**src/rtl/slave_bus_port_pkg.sv**
```systemverilog
// Shared types for the bit-serial slave port: FSM states, transaction mode encodings
// and the bit-counter sizing helper.
package bus_pkg;

  typedef enum logic [2:0] {
    IDLE,
    ADDR,
    WDATA,
    WPAR,
    WRITE,
    READ,
    RSEND
  } state_e;

  localparam logic MODE_READ  = 1'b0;
  localparam logic MODE_WRITE = 1'b1;

  // The counter must reach ADDR_WIDTH-1 and, with parity enabled, DATA_WIDTH.
  function automatic int cnt_width(input int aw, input int dw);
    int m;
    m = (aw > dw + 1) ? aw : dw + 1;
    return $clog2(m);
  endfunction

endpackage

```
**src/rtl/slave_bus_port_if.sv**
```systemverilog
// Bit-serial bus between interconnect master and slave port.
// There is no read-data backpressure: the master must sample every svalid cycle.
interface slave_bus_port_if;

  logic mvalid;
  logic mwdata;
  logic mmode;
  logic sready;
  logic svalid;
  logic srdata;

  modport master (
    output mvalid, mwdata, mmode,
    input  sready, svalid, srdata
  );

  modport slave (
    input  mvalid, mwdata, mmode,
    output sready, svalid, srdata
  );

endinterface

```
**src/rtl/slave_bus_port_shreg.sv**
```systemverilog
// Right-shifting register with serial input at the MSB and a parallel load.
// Load has priority over shift; one cycle per operation, no backpressure.
module serial_shift_reg #(
  parameter int WIDTH = 8
) (
  input  logic             clk,
  input  logic             rst,
  input  logic             shift_en,
  input  logic             sin,
  input  logic             load_en,
  input  logic [WIDTH-1:0] load_dat,
  output logic [WIDTH-1:0] q
);

  always_ff @(posedge clk) begin
    if (rst) begin
      q <= '0;
    end else if (load_en) begin
      q <= load_dat;
    end else if (shift_en) begin
      q <= {sin, q[WIDTH-1:1]};
    end
  end

endmodule

```
**src/rtl/slave_bus_port.sv**
```systemverilog
// Deserialises bus transactions into single-cycle memory accesses and serialises read data back.
// Optional SLAVE_PORT_PARITY_EN adds an even-parity bit to write data and read responses.
module slave_bus_port
  import bus_pkg::*;
#(
  parameter int ADDR_WIDTH = 12,
  parameter int DATA_WIDTH = 32
) (
  input  logic                  clk,
  input  logic                  rst,
  slave_bus_port_if.slave       bus,
  output logic                  mem_wen,
  output logic                  mem_ren,
  output logic [ADDR_WIDTH-1:0] mem_addr,
  output logic [DATA_WIDTH-1:0] mem_wdata,
  input  logic [DATA_WIDTH-1:0] mem_rdata
`ifdef SLAVE_PORT_PARITY_EN
  ,
  output logic                  perr
`endif
);

  localparam int CW = cnt_width(ADDR_WIDTH, DATA_WIDTH);
  localparam logic [CW-1:0] ADDR_LAST = CW'(ADDR_WIDTH - 1);
  localparam logic [CW-1:0] DATA_LAST = CW'(DATA_WIDTH - 1);
`ifdef SLAVE_PORT_PARITY_EN
  localparam logic [CW-1:0] RSEND_LAST = CW'(DATA_WIDTH);
`else
  localparam logic [CW-1:0] RSEND_LAST = CW'(DATA_WIDTH - 1);
`endif

  state_e          state, state_nxt;
  logic [CW-1:0]   cnt, cnt_nxt;
  logic            mode;
  logic            mode_ld;
  logic            addr_shift;
  logic            data_shift;
  logic            rd_load;
  logic            rd_shift;
  logic            sready;
  logic            svalid;
  logic            send_bit;
  logic [DATA_WIDTH-1:0] rd_q;
  logic            rd_unused;
`ifdef SLAVE_PORT_PARITY_EN
  logic            perr_set;
  logic            rpar;
`endif

  always_ff @(posedge clk) begin
    if (rst) begin
      state <= IDLE;
    end else begin
      state <= state_nxt;
    end
  end

  always_ff @(posedge clk) begin
    if (rst) begin
      cnt  <= '0;
      mode <= MODE_READ;
    end else begin
      cnt <= cnt_nxt;
      if (mode_ld) begin
        mode <= bus.mmode;
      end
    end
  end

  always_comb begin
    state_nxt  = state;
    cnt_nxt    = cnt;
    mode_ld    = 1'b0;
    addr_shift = 1'b0;
    data_shift = 1'b0;
    rd_load    = 1'b0;
    rd_shift   = 1'b0;
    sready     = 1'b0;
    svalid     = 1'b0;
    mem_wen    = 1'b0;
    mem_ren    = 1'b0;
`ifdef SLAVE_PORT_PARITY_EN
    perr_set   = 1'b0;
`endif
    case (state)
      IDLE: begin
        sready = 1'b1;
        if (bus.mvalid) begin
          mode_ld    = 1'b1;
          addr_shift = 1'b1;
          cnt_nxt    = CW'(1);
          state_nxt  = ADDR;
        end
      end
      ADDR: begin
        if (bus.mvalid) begin
          addr_shift = 1'b1;
          if (cnt == ADDR_LAST) begin
            cnt_nxt   = '0;
            state_nxt = (mode == MODE_WRITE) ? WDATA : READ;
          end else begin
            cnt_nxt = cnt + CW'(1);
          end
        end
      end
      WDATA: begin
        if (bus.mvalid) begin
          data_shift = 1'b1;
          if (cnt == DATA_LAST) begin
            cnt_nxt = '0;
`ifdef SLAVE_PORT_PARITY_EN
            state_nxt = WPAR;
`else
            state_nxt = WRITE;
`endif
          end else begin
            cnt_nxt = cnt + CW'(1);
          end
        end
      end
      WPAR: begin
`ifdef SLAVE_PORT_PARITY_EN
        if (bus.mvalid) begin
          if (bus.mwdata == ^mem_wdata) begin
            state_nxt = WRITE;
          end else begin
            perr_set  = 1'b1;
            state_nxt = IDLE;
          end
        end
`else
        state_nxt = IDLE;
`endif
      end
      WRITE: begin
        mem_wen   = 1'b1;
        state_nxt = IDLE;
      end
      READ: begin
        mem_ren   = 1'b1;
        rd_load   = 1'b1;
        cnt_nxt   = '0;
        state_nxt = RSEND;
      end
      RSEND: begin
        svalid   = 1'b1;
        rd_shift = 1'b1;
        if (cnt == RSEND_LAST) begin
          cnt_nxt   = '0;
          state_nxt = IDLE;
        end else begin
          cnt_nxt = cnt + CW'(1);
        end
      end
      default: state_nxt = IDLE;
    endcase
  end

  serial_shift_reg #(.WIDTH(ADDR_WIDTH)) u_addr_sr (
    .clk      (clk),
    .rst      (rst),
    .shift_en (addr_shift),
    .sin      (bus.mwdata),
    .load_en  (1'b0),
    .load_dat ('0),
    .q        (mem_addr)
  );

  serial_shift_reg #(.WIDTH(DATA_WIDTH)) u_wdata_sr (
    .clk      (clk),
    .rst      (rst),
    .shift_en (data_shift),
    .sin      (bus.mwdata),
    .load_en  (1'b0),
    .load_dat ('0),
    .q        (mem_wdata)
  );

  serial_shift_reg #(.WIDTH(DATA_WIDTH)) u_rdata_sr (
    .clk      (clk),
    .rst      (rst),
    .shift_en (rd_shift),
    .sin      (1'b0),
    .load_en  (rd_load),
    .load_dat (mem_rdata),
    .q        (rd_q)
  );

  // Only the LSB leaves the port; the upper bits just walk down toward it.
  assign rd_unused = ^rd_q[DATA_WIDTH-1:1];

`ifdef SLAVE_PORT_PARITY_EN
  always_ff @(posedge clk) begin
    if (rst) begin
      perr <= 1'b0;
      rpar <= 1'b0;
    end else begin
      perr <= perr_set;
      if (rd_load) begin
        rpar <= ^mem_rdata;
      end
    end
  end

  assign send_bit = (cnt == RSEND_LAST) ? rpar : rd_q[0];
`else
  assign send_bit = rd_q[0];
`endif

  assign bus.sready = sready;
  assign bus.svalid = svalid;
  assign bus.srdata = svalid & send_bit;

endmodule

```
**src/flat_wrapper.sv**
```systemverilog
// flat-port wrapper written by rule: the top's interface ports become plain ports
module slave_bus_port_flat import bus_pkg::*;
#(
  parameter int ADDR_WIDTH = 12,
  parameter int DATA_WIDTH = 32
)
  (clk, rst, mem_wen, mem_ren, mem_addr, mem_wdata, mem_rdata, bus_mvalid, bus_mwdata, bus_mmode, bus_sready, bus_svalid, bus_srdata);
  slave_bus_port_if bus_i ();
  input  logic clk;
  input  logic rst;
  output logic mem_wen;
  output logic mem_ren;
  output logic [ADDR_WIDTH-1:0] mem_addr;
  output logic [DATA_WIDTH-1:0] mem_wdata;
  input  logic [DATA_WIDTH-1:0] mem_rdata;
  input wire logic [$bits(bus_i.mvalid)-1:0] bus_mvalid;
  input wire logic [$bits(bus_i.mwdata)-1:0] bus_mwdata;
  input wire logic [$bits(bus_i.mmode)-1:0] bus_mmode;
  output wire logic [$bits(bus_i.sready)-1:0] bus_sready;
  output wire logic [$bits(bus_i.svalid)-1:0] bus_svalid;
  output wire logic [$bits(bus_i.srdata)-1:0] bus_srdata;
  assign bus_i.mvalid = bus_mvalid;
  assign bus_i.mwdata = bus_mwdata;
  assign bus_i.mmode = bus_mmode;
  assign bus_sready = bus_i.sready;
  assign bus_svalid = bus_i.svalid;
  assign bus_srdata = bus_i.srdata;
  slave_bus_port #(.ADDR_WIDTH(ADDR_WIDTH), .DATA_WIDTH(DATA_WIDTH)) u_core (.clk(clk), .rst(rst), .bus(bus_i), .mem_wen(mem_wen), .mem_ren(mem_ren), .mem_addr(mem_addr), .mem_wdata(mem_wdata), .mem_rdata(mem_rdata));
endmodule
```
**config.mk**
```make
export PLATFORM = sky130hd
export DESIGN_NAME = slave_bus_port_flat
export DESIGN_NICKNAME = d
export VERILOG_FILES = /design/src/rtl/slave_bus_port_pkg.sv /design/src/rtl/slave_bus_port_if.sv /design/src/rtl/slave_bus_port_shreg.sv /design/src/rtl/slave_bus_port.sv /design/src/flat_wrapper.sv
export SDC_FILE = /design/constraint.sdc
export NUM_CORES = 1
export LEC_CHECK = 0
export CAP_MARGIN = 40
export CORE_UTILIZATION = 52
export DETAILED_ROUTE_END_ITERATION = 8
export PLACE_DENSITY = 0.87
export SLEW_MARGIN = 20
export SYNTH_ARGS = -nofsm -noshare
export SYNTH_HDL_FRONTEND = slang
export SYNTH_HIERARCHICAL = 1
export SYNTH_SLANG_ARGS = --single-unit
```
**constraint.sdc**
```tcl
create_clock -name clk -period 2 [get_ports clk]
set_input_delay 0.4 -clock clk [delete_from_list [all_inputs] [get_ports clk]]
set_output_delay 0.4 -clock clk [all_outputs]
set_load 0.01 [all_outputs]
```
**Yosys cells after proc, flatten, opt, wreduce, memory -nomap -nowiden**

Index checks and enable logic that the tools add are counted.

- Register bits after elaboration: 86
- Input port bits: 37
- Output and inout bits: 49

- Add/subtract/negate cells: 1
- Equal/unequal tests: 13
- Mux-type cells: 24
- Bitwise logic cells: 1
- Reductions and logical operators: 6

Operators by type and width:

| cell | count |
|---|---|
| $mux W32 | 2 |
| $mux W6 | 5 |
| $pmux W6 S5 | 1 |
| $mux W3 | 7 |
| $pmux W3 S5 | 1 |
| $eq A3 B3 Y1 const B | 3 |
| $mux W1 | 8 |
| $add A6 B1 Y6 const B | 1 |
| $eq A6 B4 Y1 const B | 1 |
| $eq A6 B5 Y1 const B | 1 |
| $ne A2 B1 Y1 const B | 3 |
| $ne A2 B2 Y1 const B | 3 |
| $reduce_and A6 Y1 | 1 |
| $reduce_bool A5 Y1 | 1 |
| $reduce_and A4 Y1 | 1 |
| $eq A3 B1 Y1 const B | 1 |
| $eq A3 B2 Y1 const B | 1 |
| $logic_not A3 Y1 | 1 |
| $reduce_bool A2 Y1 | 1 |
| $reduce_or A2 Y1 | 1 |
| $and A1 B1 Y1 | 1 |

**Logic depth before layout (Yosys ltp)**

Gate-level depths: netlist (run 1).

- Word-level depth: 4
- Mapped depth: 7

**Cells and area by module**

The synthesis (run 1) kept the hierarchy.

Modules (own cells, without submodules):

| module | times used | cells each | area each (um^2) | sequential area each (um^2) |
|---|---|---|---|---|
| serial_shift_reg (u_core.u_rdata_sr ...) | 2 | 142 | 1510.2 | 640.6 |
| slave_bus_port | 1 | 80 | 675.6 | 200.2 |
| serial_shift_reg (u_core.u_addr_sr) | 1 | 53 | 603.1 | 240.2 |

**Worst setup path after synthesis (run 1)**

No wires, ideal clock.

- Kind: reg-to-reg
- Start: register u_core.state[1]
- End: register u_core.u_rdata_sr.q[0]
- Library setup time: 138 ps
- Arrival: 1471 ps
- Slack: 391 ps
- Cell stages (with the launch flop): 8
- Buffers on the path: 3
- Cell sequence: dfxtp_1 > buf_6 > nor2b_1 > and2_1 > buf_6 > buf_12 > mux2i_1 > a211oi_1

- Longest elaborated chain between the ends: 3
- Elaborated cells between the ends (all ways): 6

Ends and longest elaborated chain:

| item | line | RTL |
|---|---|---|
| start: declaration | slave_bus_port.sv:32 | `state_e state, state_nxt;` |
| start signal: assignment | slave_bus_port.sv:54 | `state <= state_nxt;` |
| $eq A3 B3 Y1 | n/a |  |
| $mux W1 | n/a |  |
| named net bus_svalid | flat_wrapper.sv:20 | `output wire logic [$bits(bus_i.svalid)-1:0] bus_svalid;` |
| $reduce_bool A2 Y1 (no source line) | n/a |  |
| end signal: assignment | slave_bus_port_shreg.sv:19 | `q <= load_dat;` |
| end signal: assignment | slave_bus_port_shreg.sv:21 | `q <= {sin, q[WIDTH-1:1]};` |
| end: declaration | slave_bus_port_shreg.sv:12 | `output logic [WIDTH-1:0] q` |

The timed path passes the listed nets, and every way through them passes these cells.
A chain may end at the register's enable or synchronous reset.

**Final worst setup path (run 1)**

- Start: register u_core.state[0]
- End: output port mem_ren

- Longest elaborated chain between the ends: 2

Ends and longest elaborated chain:

| item | line | RTL |
|---|---|---|
| $eq A3 B3 Y1 | slave_bus_port.sv:85 | `case (state)` |
| $mux W1 | slave_bus_port.sv:85 |  |
| end: declaration | flat_wrapper.sv:12 | `output logic mem_ren;` |

No other way between the ends.

==> summary.md, run 1 <==
| Metric | Value |
|---|---|
| Status | `complete, no violations` |
| Post-synth top flop | `dfxtp_1` |
| Period utilisation layout | `0.957` |
| Final worst slack | `0.0854 ns` |
| Worst-path cell chain | `and3_1, clkdlybuf4s50_1` |
| Worst EP required | `1.60 ns` |
| P&R area growth vs syn | `30.4%` |
| Die area | `8640 sq um` |
| Hold Vio Cnt, Final | `0` |
| GR met2 Demand/Resource | `0.362` |
| Clk sinks | `86` |
| Die height | `92.9 microns` |
| Max H-tree Level | `3` |
| Reg2reg end | `u_core/cnt[2]` |
| Sequential fraction of the synthesis area | `0.400` |
| Hold Path Depth | `2` |
| Kind of critical path | `flip-flop to output port` |
| Worst-case clock skew | `0.0148 ns` |
| Fin Setup TNS | `0 ns` |
| Crit-path leading delay family | `buffers and inverters` |
| Clk root buf | `clkbuf_8` |
| Largest area contributor in the netlist | `dfxtp_1` |
| Synth top area cells | `dfxtp_1 (40%), mux2i_1 (18%), a211oi_1 (12%)` |
| Reg clk slew, reported paths | `0.09 ns` |
| Flops & latches, synth | `86` |
| R2r setup slk | `0.18 ns` |
| FMAX | `522 MHz` |
| Clk Latency, worst-skew pair | `0.35 ns` |
| Vias in the first global route | `3326` |
| Via/cell ratio | `5.23` |
| IO Count | `86` |
| Worst reg2reg path depth | `5` |
| Drt first-iter violations | `134` |
| Cells after Synth | `417` |
| Hold Path End | `u_core/cnt[5]` |
| Met3 global-route usage | `0.0509` |
| Synth Area per Inst | `10.3 sq um` |
| Crit path arrival time | `1.51 ns` |
| Synth top area share | `0.400` |
| Worst Setup SP | `u_core/state[0]` |
| MaxCap Viol Count | `0` |
| Slew headroom | `0.651` |
| Synth cell types | `48` |
| Initial Util | `0.548` |
| Overflow after GRT | `0` |
| Post-synth EDFFs | `0` |
| Die Wd | `92.9 microns` |
| Clock Path Buffers | `2` |
| First-pass GRT wire length | `15.4 mm` |
| Startpoint types | `flip-flop` |
| Rows | `32` |
| Worst Setup End Kind | `output port` |
| Multi-input gate area | `2530 sq um` |
| Final ANT Viol Nets | `0` |
| DRC | `0` |
| Slew @ Worst Pin | `0.523 ns` |
| Initial antenna violation count | `0` |
| Via count | `3423` |
| RSZ-0062 raised after global routing | `false` |
| First-pass detailed-route iteration total | `4` |
| CTS buffer count | `9` |
| Worst path bufs/invs | `1` |
| GRT met1 Usage | `0.279` |
| Slowest stage delay, CP | `0.57 ns` |
| Gr busiest metal | `met2` |
| CTS tree | `built` |
| Hold buffer count at cts | `0` |
| Largest net degree at the start of global routing | `49` |
| Post-Route WL | `9.35 mm` |
| Place WS | `-0.00427 ns` |
| Routed len/inst | `14.3 microns` |
| Final Critical Period | `1.91 ns` |
| Max IR drop VDD | `0.413 mV` |
| Worst-path fanout max | `6` |
| Setup Viol. Count Final | `0` |
| Min-delay src | `u_core/cnt[5]` |
| Post-detail-place hpwl | `6.24 mm` |
| Yosys Warn Count | `6` |
| Power per cell area | `652 nW/um^2` |
| Slew Limit Fails | `0` |
| Worst flop-to-flop path startpoint | `u_core/cnt[0]` |
| Gr usage total | `0.220` |
| Pleak | `0.00204 uW` |
| Net count, final | `586` |
| Port Buffers | `85` |
| Final estimated routing congestion in global placement | `0.832` |
| Type of the worst min-delay path | `flip-flop to flip-flop` |
| Ant diodes | `0` |
| Fraction of layout cells with a size suffix above 1 | `0.108` |
| Most common cell in the netlist | `dfxtp_1` |
| Register area | `1730 sq um` |
| Async SR Flop Fraction | `0` |
| List of most frequent post-synthesis cells | `dfxtp_1 (86), nor2b_1 (78), mux2i_1 (77)` |
| Synthesized area | `4300 sq um` |
| Core area | `7850 sq um` |
| CP max stage cell | `clkdlybuf4s50_1` |
| Layout fillers | `577` |
## power by group
group / total [uW] / leakage (uW) / internal (uW) / switching, uW
Sequential: 1860 / 0.000707 / 1790 / 67.3
Combinational: 552 / 0.00123 / 305 / 247
Clock: 1250 / 0.000103 / 618 / 628
## timing repair
item,4_1_cts,5_1_grt
endpoints found under the setup margin,5,8
setup buffers,1,0
hold endpoints to repair,0,0
gates resized for setup,5,7
## worst min-delay path: cells and delay by family, from the launching register on
family           cells  cell delay (ns)
XOR/XNOR             1             0.08
flip-flops           1             0.35
AND/OR/NAND/NOR      1             0.07
## state kept, by name (all words and copies together), names as in the netlist
signal / flops
u_core/state: 3
u_core/u_addr_sr/q: 12
u_core/u_rdata_sr/q: 32
u_core/mode: 1
u_core/u_wdata_sr/q: 32
u_core/cnt: 6
## cells in the final DEF (no fill, tap or decap), types with 2 or more instances in the layout
cell and count:
a211oi_1 67, a211oi_2 10, a21oi_1 2, and3_1 2, buf_12 2, buf_4 14, clkbuf_8 10, clkdlybuf4s50_1 80
clkinv_4 2, conb_1 55, dfxtp_1 83, dfxtp_2 2, dlygate4sd2_1 2, dlymetal6s2s_1 2, inv_1 6, mux2i_1 77
nand2_1 3, nand2b_1 2, nand3_1 4, nor2_1 7, nor2b_1 77, nor3_2 4, o21ai_0 3, xnor2_1 4
## per-layer routing
layer | wire length [microns] | up-vias | share of wire
met5 | 0 | - | 0
met4 | 91 | 0 | 0.0097
met3 | 543 | 10 | 0.058
met2 | 4450 | 92 | 0.48
met1 | 4260 | 1586 | 0.46
li1 | - | 1735 | -
## kinds of logic after synthesis
| logic type | after synthesis | share of synthesized area |
|---|---|---|
| simple gates | 110 | 0.157 |
| compound gates | 97 | 0.185 |
| flops | 86 | 0.400 |
| mux | 77 | 0.179 |
| buf+inv | 41 | 0.0664 |
| xor+xnor | 4 | 0.00815 |
| fa+ha+maj | 1 | 0.00291 |
| other cells | 1 | 0.000872 |
## worst max-delay path by stage
stage | to | slack (ns) | depth (start not counted)
after floorplan | u_core/u_rdata_sr/q[0] | 0.39 | 7
final | mem_ren | 0.09 | 2
after CTS | bus_svalid | 0.002 | 3
after detailed placement | u_core/u_wdata_sr/q[23] | -0.004 | 6
after global routing | mem_ren | 0.02 | 3
after global placement | u_core/u_wdata_sr/q[10] | 0.06 | 6
## cell type report
| class | count | share of cell area |
|---|---|---|
| flip-flops and latches | 86 | 0.308 |
| inverters | 6 | 0.00402 |
| clock inverters | 6 | 0.0123 |
| well taps | 102 | 0.0228 |
| multi-input cells | 344 | 0.451 |
| repair buffers | 101 | 0.177 |
| clock buffers | 10 | 0.0246 |
## stage by stage
| stage | utilization | hold WS [ns] | instances | instance area, sq um | total power [uW] |
|---|---|---|---|---|---|
| finish | 0.714 | 0.524 | 655 | 5600 | 3650 |
| global route | 0.714 | 0.560 | 655 | 5600 | 3820 |
| CTS | 0.711 | 0.526 | 655 | 5580 | 3660 |
| detailed placement | 0.683 | 0.501 | 638 | 5360 | 2430 |
| global placement | 0.683 | 0.498 | 638 | 5360 | 2410 |
| floorplan | - | 0.473 | 471 | 4500 | 2170 |
(Power assumes the default switching activity.)
==> run 2, diff against run 1 <==
Settings changed: CORE_ASPECT_RATIO set to 1.5.
==> summary.md, run 2 (same netlist as run 1, synthesis figures left out) <==
| Metric | Value |
|---|---|
| Worst EP required | `1.60 ns (about the same)` |
| Pleak | `0.00210 uW (was 0.00204 uW)` |
| Power per cell area | `711 nW/um^2 (was 652 nW/um^2)` |
| GRT met1 Usage | `0.268 (was 0.279)` |
| Initial Util | `0.537 (was 0.548)` |
| Post-Route WL | `9.61 mm (was 9.35 mm)` |
| Crit path arrival time | `1.40 ns (was 1.51 ns)` |
| Met3 global-route usage | `0.0484 (was 0.0509)` |
| Hold Vio Cnt, Final | `0 (unchanged)` |
| Min Hold Slack | `0.540 ns (was 0.524 ns)` |
| Worst-case clock skew | `0.00300 ns (was 0.0148 ns)` |
| Ant diodes | `0 (unchanged)` |
| Largest net degree at the start of global routing | `45 (was 49)` |
| Die area | `8640 sq um (about the same)` |
| Worst Setup SP | `u_core/state[1] (was u_core/state[0])` |
| Final ANT Viol Nets | `0 (unchanged)` |
| Reg clk slew, reported paths | `0.06 ns (was 0.09 ns)` |
| MaxCap Viol Count | `0 (unchanged)` |
| Post-detail-place hpwl | `6.43 mm (was 6.24 mm)` |
| Top Registers | `u_core/u_rdata_sr/q: 32 flops, u_core/u_wdata_sr/q: 32 flops, u_core/u_addr_sr/q: 12 flops (unchanged)` |
| Routed len/inst | `14.7 microns (was 14.3 microns)` |
| Port Buffers | `85 (unchanged)` |
| Worst-path fanout max | `10 (was 6)` |
| Core area | `8010 sq um (was 7850 sq um)` |
| Overflow after GRT | `0 (unchanged)` |
| Hold Path Depth | `2 (unchanged)` |
| Type of the worst min-delay path | `flip-flop to flip-flop (unchanged)` |
| Max H-tree Level | `3 (unchanged)` |
| Final Critical Period | `1.80 ns (was 1.91 ns)` |
| CTS tree | `built (unchanged)` |
| Final estimated routing congestion in global placement | `0.808 (was 0.832)` |
| CP max stage cell | `dfxtp_1 (was clkdlybuf4s50_1)` |
| Slew Limit Fails | `0 (unchanged)` |
| Hold buffer count at cts | `0 (unchanged)` |
| Period utilisation layout | `0.899 (was 0.957)` |
| Worst-path cell chain | `buf_4, inv_1, and3_1, dlygate4sd2_1 (was and3_1, clkdlybuf4s50_1)` |
| Gr usage total | `0.232 (was 0.220)` |
| Die height | `113 microns (was 92.9 microns)` |
| Worst flop-to-flop path startpoint | `u_core/state[1] (was u_core/cnt[0])` |
| Worst reg2reg path depth | `7 (was 5)` |
| First-pass detailed-route iteration total | `4 (unchanged)` |
| Initial antenna violation count | `0 (unchanged)` |
| Clk root buf | `clkbuf_16 (was clkbuf_8)` |
| Clock Path Buffers | `2 (unchanged)` |
| Via count | `3444 (was 3423)` |
| Vias in the first global route | `3474 (was 3326)` |
| Slowest stage delay, CP | `0.32 ns (was 0.57 ns)` |
| Power Total | `4050 uW (was 3650 uW)` |
| FMAX | `556 MHz (was 522 MHz)` |
| R2r setup slk | `0.26 ns (was 0.18 ns)` |
| Clk sinks | `86 (unchanged)` |
| DRC | `0 (unchanged)` |
| Setup Viol. Count Final | `0 (unchanged)` |
| Rows | `40 (was 32)` |
| Via/cell ratio | `5.27 (was 5.23)` |
| Net count, final | `584 (was 586)` |
| Min-delay src | `u_core/cnt[5] (unchanged)` |
| Fraction of layout cells with a size suffix above 1 | `0.0929 (was 0.108)` |
| Startpoint types | `flip-flop (unchanged)` |
| Slew headroom | `0.599 (was 0.651)` |
| Clk Latency, worst-skew pair | `0.33 ns (was 0.35 ns)` |
| Slew @ Worst Pin | `0.602 ns (was 0.523 ns)` |
| Status | `complete, no violations (unchanged)` |
| Most common cell after layout, fill and taps aside | `dfxtp_1 (unchanged)` |
| CTS buffer count | `9 (unchanged)` |
| Reg2reg end | `u_core/u_rdata_sr/q[14] (was u_core/cnt[2])` |
| Gr busiest metal | `met2 (unchanged)` |
| Worst Setup End Kind | `output port (unchanged)` |
| IO Count | `86 (unchanged)` |
| Drt first-iter violations | `93 (was 134)` |
| Layout fillers | `637 (was 577)` |
| P&R area growth vs syn | `32.3% (was 30.4%)` |
| RSZ-0062 raised after global routing | `false (unchanged)` |
| Hold Path End | `u_core/cnt[5] (unchanged)` |
| Die Wd | `76.2 microns (was 92.9 microns)` |
| Kind of critical path | `flip-flop to output port (unchanged)` |
| Max IR drop VDD | `0.555 mV (was 0.413 mV)` |
| Commonest non-fill, non-tap cells in the layout | `dfxtp_1 (85), clkdlybuf4s50_1 (79), mux2i_1 (77), nor2b_1 (77), a211oi_1 (67) (was dfxtp_1 (83), clkdlybuf4s50_1 (80), mux2i_1 (77), nor2b_1 (77), a211oi_1 (67))` |
| GR met2 Demand/Resource | `0.418 (was 0.362)` |
| First-pass GRT wire length | `16.2 mm (was 15.4 mm)` |
## run 2: changes by cell type in the layout (fill, tap and decap cells not counted), sizes merged
cell	previous run	this run
clkinvlp	1	0
buf	17	15
dlymetal6s2s	2	3
clkbuf	10	13
clkdlybuf4s50	80	79
inv	7	6
clkinv	3	0
## run 2: power breakdown
group          switching [uW]  total (uW)  internal, uW
logic                     246         551           305
registers                68.7        1860          1790
clock network             612        1630          1020
total                     927        4050          3120
## run 2: worst max path at each step
stage                                   end  slack [ns]  cells past startpoint
floorplan            u_core/u_rdata_sr/q[0]        0.39                      7
global placement    u_core/u_wdata_sr/q[28]        0.04                      6
detailed placement   u_core/u_wdata_sr/q[6]       -0.05                      6
CTS                                 mem_wen   0.0000001                      3
global route                  u_core/cnt[5]        0.11                      5
finish                              mem_ren        0.20                      4
## run 2: final cells by class
class                      count  area, sq um  share of cell area
clock buffer                  13          260              0.0457
clock inverter                 1         30.0             0.00528
inverter                       6         22.5             0.00396
multi-input combinational    344         2520               0.442
sequential                    86         1720               0.303
tap                          105          131              0.0231
timing repair buffer          99         1010               0.177
## run 2: timing repair
item,4_1_cts,5_1_grt
setup buffers,1,0
pin swaps,0,0
endpoints found under the setup margin,5,5
gates resized for setup,4,4
## run 2: critical path, delay by kind of cell (launching register included)
kind          cells  cell delay, ns
flops             1            0.32
buf+inv           3            0.55
simple gates      1            0.19
## run 2: through the flow
stage	area (sq um)	util	worst slack [ns]	cells	TNS [ns]
after global placement	5380	0.671	0.0367	639	0
after floorplan	4500	-	0.391	471	0
after CTS	5670	0.709	0.000000111	654	0
after global routing	5690	0.710	0.110	654	0
after detailed placement	5380	0.671	-0.0509	639	-0.575
final	5690	0.710	0.201	654	0
## run 2: per-layer routing
layer / up-vias / part of all wire
met3: 9 / 0.037
met4: 0 / 0.015
met1: 1643 / 0.44
met5: - / 0
li1: 1718 / -
met2: 74 / 0.51
==> RTL edit: new RTL, flow settings as in run 1 <==
`ADDR_WIDTH` is set to 12 in 2 places; all go to 11.
--- a/src/rtl/slave_bus_port.sv
+++ b/src/rtl/slave_bus_port.sv
@@ -5,3 +5,3 @@
 #(
-  parameter int ADDR_WIDTH = 12,
+  parameter int ADDR_WIDTH = 11,
   parameter int DATA_WIDTH = 32
--- a/src/flat_wrapper.sv
+++ b/src/flat_wrapper.sv
@@ -3,3 +3,3 @@
 #(
-  parameter int ADDR_WIDTH = 12,
+  parameter int ADDR_WIDTH = 11,
   parameter int DATA_WIDTH = 32
Ports: changed (resized mem_addr); port bits go from 86 to 85. The function was not compared with the original's and may differ.
==> RTL edit against run 1 <==
  * Final area decreased by 2.0%
  * Setup slack got worse by 9.2 ps
  * Routed wire length decreased by 2.0%
  * Clock skew shrank 8.6 ps
  * Sequential cell count is 1 lower
  * Cell count down 2.1%
  * Total power down 9.2%
  * Area after synthesis is 0.84% lower
  * Critical path type unchanged
  * Critical endpoint is now mem_wen
  * Largest cell class unchanged
==> RTL edit: results (changes against run 1) <==
- Clock-net power: 1.02 mW (-18%)
- Comb power frac: 14.5% (-0.6 points)
- Post-synth top cells: 85 x dfxtp_1, 77 x mux2i_1, 75 x nor2b_1
- GRT Total Usage: 21.7% (-0.34 points)
- Crit. Startpoint: u_core/state[2]$_SDFFE_PP0P_
- DP HPWL: 6230 um (-0.15%)
- Final hold violation count: 0 (unchanged)
- Filler Cell Count: 614 (+6.4%)
- I/O Buffers: 84 (-1.2%)
- Clk_skew: 6.19 ps (-8.59 ps)
- LEAKAGE: 1.98 nW (-3.1%)
- Startpoint of the worst register-to-register path: u_core/cnt[0]$_SDFFE_PP0P_
- HP Class: in -> reg
- 1st-iter DRT viols: 103 (-23%)
- Root buffer cell: clkbuf_8
- DP Worst Slack: 13.6 ps (+17.8 ps)
- Register area share after synthesis: 39.9% (-0.13 points)
- Critical-path maximum fanout: 9 (+3)
- Int Pwr: 2.46 mW (-9.4%)
- Worst Hold Margin: 449 ps (-75.3 ps)
- Least-Margin Pin Slew: 540 ps (+17.1 ps)
- Yosys cell types: 38 (-21%)
- Crit path arrival time: 1520 ps
- Layout net count: 575 (-1.9%)
- RePlAce Congestion: 0.826 (-0.65%)
- Final period utilization: 96.2% (+0.46 points)
- Maximum vdd drop: 0.359 mV (-13%)
- Largest registers: u_core/u_rdata_sr/q (32), u_core/u_wdata_sr/q (32), u_core/u_addr_sr/q (11)
- Status: finished clean
- Min-Delay Startpoint: rst
- WL final: 9160 um (-2.0%)
- Vias per inst: 5.16 (-1.3%)
- Flop-to-flop setup slack: 130 ps (-50 ps)
- Initial antenna violation count: 0 (unchanged)
- Fraction of layout cells with a size suffix above 1: 10.2% (-0.65 points)
- Vias in the first global route: 3190 (-4.1%)
- Pre-antenna DRT Iters: 4 (unchanged)
- CTS H-Tree Depth: 3 (unchanged)
- Largest net degree at the start of global routing: 47 (-4.1%)
- Main area contributors after synthesis: dfxtp_1 40%, mux2i_1 18%, a211oi_1 11%
- First-pass GRT wire length: 14800 um (-3.8%)
- Grt ovf: 0 (unchanged)
[RTL edit: path summary, 6_finish.rpt]
kind	to	cells after the start
hold / removal	u_core/mode$_SDFFE_PP0P_	2
setup reg to reg	u_core/cnt[1]$_SDFFE_PP0P_	6
hold reg to reg	u_core/state[0]$_SDFFE_PP0P_	1
setup / recovery	mem_wen	2
[RTL edit: logic make-up after synthesis]
family	count (synthesis)	share of synthesized area, %
AND/OR/NAND/NOR	109	16.0
buffers and inverters	40	6.43
other	1	0.0880
AO/OA/AOI/OAI	90	18.1
multiplexers	77	18.1
flip-flops	85	39.9
XOR/XNOR	4	0.822
adder cells (fa/ha/maj)	2	0.587
[RTL edit: critical path, stage by stage (launching register included)]
cell,delay [ps]
dfxtp_4,400
nor3b_4,210
clkdlybuf4s50_1,570
[RTL edit: layer usage]
layer	global-route usage, %	routed length [um]	up-vias
met5	0	0	-
met4	7.03	113	0
met3	5.58	442	9
met2	37.2	4440	75
met1	26.4	4170	1538
li1	-	-	1685
[RTL edit: cell type report]
| type | instances | area share, % |
|---|---|---|
| clock buffer | 9 | 2.25 |
| clock inverter | 5 | 0.547 |
| inverter | 6 | 0.410 |
| multi-input combinational | 335 | 45.4 |
| sequential | 85 | 31.2 |
| tap | 102 | 2.32 |
| timing repair buffer | 99 | 17.9 |
[RTL edit: stage by stage]
step	cells	total power, mW	cell area [sq um]
3_3_place_gp	627	2.31	5330
6_report	641	3.32	5490
3_5_place_dp	627	2.32	5330
2_1_floorplan	460	2.08	4460
5_1_grt	641	3.48	5490
4_1_cts	641	3.33	5490
[RTL edit: what timing repair did]
action,in CTS,in global routing
hold buffers,0,0
resized for setup,8,2
endpoints found under the setup margin,5,2
setup buffers,0,0
